<file path="src/rtl/azadi_uart_sink_pkg.sv">
// Shared types and constants for the UART receive sink.
package azadi_uart_sink_pkg;

    typedef enum logic [2:0] {
        IDLE,
        START,
        DATA,
        STOP,
        BREAK
    } uart_sink_state_e;

    localparam int unsigned MIN_CLKS_PER_BIT = 2;
    localparam int unsigned UART_DATA_W      = 8;

    // Effective bit period: anything below the minimum is raised to it so
    // the half-bit start sample point never underflows.
    function automatic logic [15:0] eff_div(input logic [15:0] clks_per_bit);
        if (clks_per_bit < 16'(MIN_CLKS_PER_BIT)) begin
            return 16'(MIN_CLKS_PER_BIT);
        end
        return clks_per_bit;
    endfunction

endpackage

</file>
<file path="src/rtl/azadi_uart_sink_fifo.sv">
// Synchronous FIFO: registered push/pop, head presented combinationally from
// storage, no fall-through (a push into an empty FIFO is visible next cycle).
module azadi_uart_sink_fifo #(
    parameter int unsigned DEPTH = 16,
    parameter int unsigned WIDTH = 8
) (
    input  logic                       clk,
    input  logic                       rst_n,
    input  logic                       push,
    input  logic                       pop,
    input  logic [WIDTH-1:0]           wdata,
    output logic [WIDTH-1:0]           rdata,
    output logic                       full,
    output logic                       empty,
    output logic [$clog2(DEPTH):0]     level
);

    localparam int unsigned AW = $clog2(DEPTH);
    localparam int unsigned LW = AW + 1;

    logic [WIDTH-1:0] mem [DEPTH];
    logic [AW-1:0]    wr_ptr_reg;
    logic [AW-1:0]    rd_ptr_reg;
    logic [LW-1:0]    level_reg;
    logic             do_push;
    logic             do_pop;

    assign empty   = (level_reg == '0);
    assign full    = (level_reg == LW'(DEPTH));
    assign level   = level_reg;
    assign do_pop  = pop && !empty;
    // A full FIFO still accepts a push when the head leaves in the same cycle.
    assign do_push = push && (!full || do_pop);
    // Head is forced to zero while empty so stale storage never leaks out.
    assign rdata   = empty ? '0 : mem[rd_ptr_reg];

    // Storage write; contents need no reset because level gates visibility.
    always_ff @(posedge clk) begin
        if (do_push) begin
            mem[wr_ptr_reg] <= wdata;
        end
    end

    // Pointers wrap naturally at the power-of-two depth; level tracks occupancy.
    always_ff @(posedge clk or negedge rst_n) begin
        if (!rst_n) begin
            wr_ptr_reg <= '0;
            rd_ptr_reg <= '0;
            level_reg  <= '0;
        end else begin
            if (do_push) begin
                wr_ptr_reg <= wr_ptr_reg + AW'(1);
            end
            if (do_pop) begin
                rd_ptr_reg <= rd_ptr_reg + AW'(1);
            end
            case ({do_push, do_pop})
                2'b10:   level_reg <= level_reg + LW'(1);
                2'b01:   level_reg <= level_reg - LW'(1);
                default: level_reg <= level_reg;
            endcase
        end
    end

endmodule

</file>
<file path="src/rtl/azadi_uart_sink.sv">
// UART 8N1 receive sink: synchroniser, oversampling deserialiser FSM,
// receive FIFO with valid/ready output, sticky framing/overflow flags.
module azadi_uart_sink #(
    parameter int unsigned FIFO_DEPTH  = 16,
    parameter int unsigned SYNC_STAGES = 2
) (
    input  logic                          clk_i,
    input  logic                          rst_ni,
    input  logic                          rx_i,
    input  logic [15:0]                   clks_per_bit_i,
    output logic [7:0]                    rx_data_o,
    output logic                          rx_valid_o,
    input  logic                          rx_ready_i,
    output logic [$clog2(FIFO_DEPTH):0]   fifo_level_o,
    output logic                          busy_o,
    output logic                          frame_err_o,
    output logic                          overflow_o,
    input  logic                          err_clr_i
);

    import azadi_uart_sink_pkg::*;

    logic                   sync_reg [SYNC_STAGES];
    logic                   rxs;
    logic                   rxs_prev_reg;

    uart_sink_state_e       state_reg, state_next;
    logic [15:0]            clk_cnt_reg, clk_cnt_next;
    logic [15:0]            div_reg, div_next;
    logic [15:0]            half_div;
    logic [2:0]             bit_cnt_reg, bit_cnt_next;
    logic [UART_DATA_W-1:0] shift_reg, shift_next;
    logic                   push_reg, push_next;
    logic                   frame_err_set;
    logic                   frame_err_reg;
    logic                   overflow_reg;
    logic                   overflow_set;
    logic                   fifo_full;
    logic                   fifo_empty;
    logic                   pop;

    // Input synchroniser chain; flops reset high so reset release is not a start edge.
    genvar gi;
    generate
        for (gi = 0; gi < SYNC_STAGES; gi++) begin : g_sync
            if (gi == 0) begin : g_first
                always_ff @(posedge clk_i or negedge rst_ni) begin
                    if (!rst_ni) sync_reg[gi] <= 1'b1;
                    else         sync_reg[gi] <= rx_i;
                end
            end else begin : g_rest
                always_ff @(posedge clk_i or negedge rst_ni) begin
                    if (!rst_ni) sync_reg[gi] <= 1'b1;
                    else         sync_reg[gi] <= sync_reg[gi-1];
                end
            end
        end
    endgenerate

    assign rxs      = sync_reg[SYNC_STAGES-1];
    assign half_div = div_reg >> 1;

    // FSM state, counters, shift register and the delayed push strobe.
    always_ff @(posedge clk_i or negedge rst_ni) begin
        if (!rst_ni) begin
            state_reg    <= IDLE;
            clk_cnt_reg  <= '0;
            div_reg      <= 16'(MIN_CLKS_PER_BIT);
            bit_cnt_reg  <= '0;
            shift_reg    <= '0;
            push_reg     <= 1'b0;
            rxs_prev_reg <= 1'b1;
        end else begin
            state_reg    <= state_next;
            clk_cnt_reg  <= clk_cnt_next;
            div_reg      <= div_next;
            bit_cnt_reg  <= bit_cnt_next;
            shift_reg    <= shift_next;
            push_reg     <= push_next;
            rxs_prev_reg <= rxs;
        end
    end

    // Next-state logic: start detect, half-bit start check, data bits, stop check, break wait.
    always_comb begin
        state_next    = state_reg;
        clk_cnt_next  = clk_cnt_reg;
        div_next      = div_reg;
        bit_cnt_next  = bit_cnt_reg;
        shift_next    = shift_reg;
        push_next     = 1'b0;
        frame_err_set = 1'b0;
        case (state_reg)
            IDLE: begin
                if (rxs_prev_reg && !rxs) begin
                    state_next   = START;
                    clk_cnt_next = '0;
                    // Bit period is frozen for the whole frame from here on.
                    div_next     = eff_div(clks_per_bit_i);
                end
            end
            START: begin
                if (clk_cnt_reg == half_div - 16'd1) begin
                    clk_cnt_next = '0;
                    if (!rxs) begin
                        state_next   = DATA;
                        bit_cnt_next = '0;
                    end else begin
                        state_next = IDLE;
                    end
                end else begin
                    clk_cnt_next = clk_cnt_reg + 16'd1;
                end
            end
            DATA: begin
                if (clk_cnt_reg == div_reg - 16'd1) begin
                    clk_cnt_next = '0;
                    shift_next   = {rxs, shift_reg[UART_DATA_W-1:1]};
                    if (bit_cnt_reg == 3'd7) begin
                        state_next = STOP;
                    end else begin
                        bit_cnt_next = bit_cnt_reg + 3'd1;
                    end
                end else begin
                    clk_cnt_next = clk_cnt_reg + 16'd1;
                end
            end
            STOP: begin
                if (clk_cnt_reg == div_reg - 16'd1) begin
                    clk_cnt_next = '0;
                    if (rxs) begin
                        push_next  = 1'b1;
                        state_next = IDLE;
                    end else begin
                        frame_err_set = 1'b1;
                        state_next    = BREAK;
                    end
                end else begin
                    clk_cnt_next = clk_cnt_reg + 16'd1;
                end
            end
            BREAK: begin
                // A line held low stays here, so it reports only one error.
                if (rxs) begin
                    state_next = IDLE;
                end
            end
            default: state_next = IDLE;
        endcase
    end

    azadi_uart_sink_fifo #(
        .DEPTH (FIFO_DEPTH),
        .WIDTH (UART_DATA_W)
    ) u_fifo (
        .clk   (clk_i),
        .rst_n (rst_ni),
        .push  (push_reg),
        .pop   (pop),
        .wdata (shift_reg),
        .rdata (rx_data_o),
        .full  (fifo_full),
        .empty (fifo_empty),
        .level (fifo_level_o)
    );

    assign rx_valid_o   = !fifo_empty;
    assign pop          = rx_valid_o && rx_ready_i;
    assign overflow_set = push_reg && fifo_full && !pop;
    assign busy_o       = (state_reg != IDLE);
    assign frame_err_o  = frame_err_reg;
    assign overflow_o   = overflow_reg;

    // Sticky error flags; a new event beats a simultaneous clear.
    always_ff @(posedge clk_i or negedge rst_ni) begin
        if (!rst_ni) begin
            frame_err_reg <= 1'b0;
            overflow_reg  <= 1'b0;
        end else begin
            if (frame_err_set)  frame_err_reg <= 1'b1;
            else if (err_clr_i) frame_err_reg <= 1'b0;
            if (overflow_set)   overflow_reg  <= 1'b1;
            else if (err_clr_i) overflow_reg  <= 1'b0;
        end
    end

endmodule

</file>
<file path="config.mk">
export PLATFORM = sky130hd
export DESIGN_NAME = azadi_uart_sink
export DESIGN_NICKNAME = d
export VERILOG_FILES = /design/src/rtl/azadi_uart_sink_pkg.sv /design/src/rtl/azadi_uart_sink_fifo.sv /design/src/rtl/azadi_uart_sink.sv
export SDC_FILE = /design/constraint.sdc
export NUM_CORES = 1
export LEC_CHECK = 0
export CELL_PAD_IN_SITES_DETAIL_PLACEMENT = 1
export CELL_PAD_IN_SITES_GLOBAL_PLACEMENT = 1
export CORE_MARGIN = 1
export CORE_UTILIZATION = 31
export DETAILED_ROUTE_END_ITERATION = 8
export PLACE_DENSITY = 0.51
export SKIP_CTS_REPAIR_TIMING = 1
export SYNTH_ARGS = -nofsm -noshare
export SYNTH_HDL_FRONTEND = slang
export SYNTH_SLANG_ARGS = --single-unit
</file>
<file path="constraint.sdc">
create_clock -name clk_i -period 7 [get_ports clk_i]
set_clock_uncertainty 0.05 [all_clocks]
set_input_delay 2.1 -clock clk_i [delete_from_list [all_inputs] [get_ports clk_i]]
set_output_delay 2.1 -clock clk_i [all_outputs]
set_load 0.03 [all_outputs]
</file>
==> implementation parameters <==
Parameter                              Value

Timing
  Hold violation total from the final report    0
  Min Clock Period, post-route    5.714 ns
  RSZ-0062 raised after global routing    false
  Slew Limit Headroom    between 20% and 30%
  Final worst-path cycle share    roughly four fifths
  Sum of negative setup slack    0 ns
  Highest clock rate    175.0 MHz
  Slew @ Worst Pin    1.162 ns
  Final-report setup violation count    0
  Number of pins with negative max-slew slack in the final report    0
  Hold Slack    slightly above 0.3 ns

Pwr
  Lkg Pwr    between 3 and 4 nW
  Power per unit of standard cell area    357.5 nW/um^2
  Maximum VDD drop    around 0.17 mV

Worst setup path
  Number of buffers and inverters on the critical path    1
  Family with the most delay on the worst path    flip-flops
  Worst-case register-to-register setup slack    around 2.8 ns
  Kind of launch point of the worst setup path    flip-flop
  Slowest CP cell    sky130_fd_sc_hd__dfrtp_2
  Req. time, crit path    around 4.9 ns
  Most common cell type on the critical path    sky130_fd_sc_hd__mux4_2
  Arrival time at the worst endpoint    about 3.6 ns
  Worst Path Class, Setup    flip-flop to output pin
  Critical path cell sequence    mux4_2 -> mux4_2 -> nor2b_1 -> clkdlybuf4s50_1
  Critical path endpoint category    output pin
  Critical Path Source    u_fifo.rd_ptr_reg[0]$_DFFE_PN0N_
  Worst-path fanout max    35
  Worst flop-to-flop path startpoint    div_reg[2]$_DFFE_PN0P_
  Largest stage delay on the critical path    between 1 and 1.5 ns

Clocking
  Clock Tree Buf Depth    2
  Number of levels in the clock H-tree    4
  CTS root buf    sky130_fd_sc_hd__clkbuf_16
  CTS Buf Count    17
  Worst-skew pair later-pin latency    approximately 0.45 ns
  Clock tree from TritonCTS    built
  Clock Pin Slew Worst Setup and Hold Paths    around 0.090 ns
  TritonCTS sink count    about 190

Min path
  Min-delay src    sync_reg[1]$_DFF_PN1_
  Type of the worst min-delay path    flip-flop to flip-flop

Die
  Die Outline Area    roughly 30000 sq um
  Core area    29010 sq um
  Num ports    38
  Starting density of the core    31.81%
  Width of the die    174.5 um
  Row cnt    62
  Die outline height    ~170 um

GRT
  Total grt overflow    0
  Number of antenna violations at the first check in global routing    0
  Vias in the first global route    a little under 6000
  Tot GR Track Use    between 15 and 20%
  Pin count of the biggest net entering global routing    66
  First-pass GRT wire length    around 36000 um

Logic synthesis
  #FFs+latches synth    just under 200
  Portion of the post-synthesis area used by sequential elements    between 50 and 60%
  Yosys cell types    68
  Combined area of all synthesized cells    about 9200 sq um
  Count of yosys warnings during synthesis    0
  Syn Nets    between 600 and 700
  Primary flip-flop cell chosen by synthesis mapping    sky130_fd_sc_hd__edfxtp_1
  Number of enable flip-flop cells after synthesis    between 100 and 150
  Gate count of the mapped netlist    653
  Async set or reset register ratio after synthesis    ~34%
  Post-synthesis area per instance    14.13 sq um

Cells and area
  Proportion of layout cells with a drive suffix above 1    16.47%
  Number of fill cells    around 3000
  Commonest non-fill, non-tap cell in the layout    sky130_fd_sc_hd__edfxtp_1
  Most frequent cells in the layout    sky130_fd_sc_hd__edfxtp_1, sky130_fd_sc_hd__dfrtp_1, sky130_fd_sc_hd__mux4_2, sky130_fd_sc_hd__clkdlybuf4s50_1, sky130_fd_sc_hd__xnor2_1
  Flip-flop count of the largest register after layout    between 100 and 150
  Synth-to-layout area growth    14.41%
  Ant diodes    0
  Nets    ~700

Flow run
  Max-capacitance violation count    0

Run status
  Result of the run    completed

Drt
  Total length of routed wires    roughly 22000 um
  1st-iter DRT viols    250
  Post-route DRC    0
  Number of search-and-repair iterations in the first detailed-routing pass    5
  Routed vias/inst    5.076
  Total number of vias    5401
  Routed len/inst    between 20 and 25 um
  Number of nets still failing antenna checks after routing    0

Place
  RD Place Congestion    around 0.8
  Hpwl dp    approximately 15000 um
  Count of port buffers added during placement    37
## per-layer routing
layer  global-route usage, %  vias up  part of all wire, %
met5                       0        -                    0
met4                   4.022        0                  1.0
met3                   2.034       15                  2.0
met2                   26.58       59                   51
met1                   21.21     2823                   46
li1                        -     2504                    -
## path summary, 6_finish.rpt
check / to / cells after the start
worst min register to register: rxs$_DFF_PN1_ / 0
max in group asynchronous: u_fifo.rd_ptr_reg[0]$_DFFE_PN0N_ / 2
min in group asynchronous: bit_cnt_reg[2]$_DFFE_PN0P_ / 2
worst max-delay path: rx_data_o[2] / 4
worst min-delay path: rxs$_DFF_PN1_ / 0
worst max register to register: clk_cnt_reg[8]$_DFFE_PN0P_ / 10
## metrics by stage
step	worst slack (ns)	cell area (sq um)	power, W	instances	utilization, %
floorplan	2.417	9229	0.002402	653	-
global placement	1.729	9898	0.002716	1032	34.12
detailed placement	1.686	9898	0.002755	1032	34.12
CTS	1.193	10560	0.003828	1064	36.39
global route	1.054	10560	0.003979	1064	36.39
finish	1.286	10560	0.003775	1064	36.39
## synth_stat cells (6+ instances only)
cell	n	area (sq um)
sky130_fd_sc_hd__edfxtp_1	128	3844
sky130_fd_sc_hd__dfrtp_1	61	1526
sky130_fd_sc_hd__mux4_2	40	900.9
sky130_fd_sc_hd__clkbuf_1	32	120.1
sky130_fd_sc_hd__xnor2_1	28	245.2
sky130_fd_sc_hd__nand2_1	27	101.4
sky130_fd_sc_hd__inv_1	22	82.58
sky130_fd_sc_hd__nor2_1	22	82.58
sky130_fd_sc_hd__o21ai_0	22	110.1
sky130_fd_sc_hd__mux2_2	19	214.0
sky130_fd_sc_hd__xor2_1	18	157.7
sky130_fd_sc_hd__and2_1	17	106.4
sky130_fd_sc_hd__nor2b_1	17	106.4
sky130_fd_sc_hd__ha_1	14	175.2
sky130_fd_sc_hd__nor4_1	13	81.33
sky130_fd_sc_hd__nand3_1	11	55.05
sky130_fd_sc_hd__a21o_1	10	75.07
sky130_fd_sc_hd__nand2b_1	10	62.56
sky130_fd_sc_hd__nand4_1	10	62.56
sky130_fd_sc_hd__nor3_1	10	50.05
sky130_fd_sc_hd__and3_1	9	56.30
sky130_fd_sc_hd__nor3b_1	8	60.06
sky130_fd_sc_hd__a21oi_1	7	35.03
sky130_fd_sc_hd__a31oi_1	7	43.79
sky130_fd_sc_hd__or3_1	6	37.54
## layout make-up
cell class              instances  area [sq um]  area share, %
multi-input cells             394          3478          32.94
clock inverters                15         235.2          2.228
repair buffers                 39         380.4          3.602
inverters                      22         82.58         0.7821
clock buffers                  17         425.4          4.029
flip-flops and latches        193          5477          51.87
well taps                     384         480.5          4.550
## report_power, final
group / switching, W / total [W] / leakage [nW] / internal [W]
Sequential: 0.000304 / 0.00160 / 1.95 / 0.00130
Clock: 0.000549 / 0.00106 / 0.316 / 0.000515
Combinational: 0.000558 / 0.00111 / 1.46 / 0.000551
## worst reg2reg max path: cells and delay by family (launching register included)
| family | cells | cell delay (ns) |
|---|---|---|
| AOI/OAI and AO/OA | 4 | 1.29 |
| adders and majority gates | 1 | 0.21 |
| buffers and inverters | 1 | 0.10 |
| DFF | 1 | 0.50 |
| and+or+nand+nor | 4 | 2.00 |
## cells by family (layout without fill, tap and decap cells)
| group | count (synthesis) | count (layout) | synth area share, % |
|---|---|---|---|
| flip-flops | 193 | 193 | 59.33 |
| AND/OR/NAND/NOR | 183 | 183 | 11.73 |
| AO/OA/AOI/OAI | 85 | 85 | 6.697 |
| buffers and inverters | 66 | 93 | 2.982 |
| multiplexers | 65 | 65 | 12.78 |
| XOR/XNOR | 46 | 46 | 4.366 |
| adder cells (fa/ha/maj) | 15 | 15 | 2.115 |
Power figures use the tool's default switching activity.
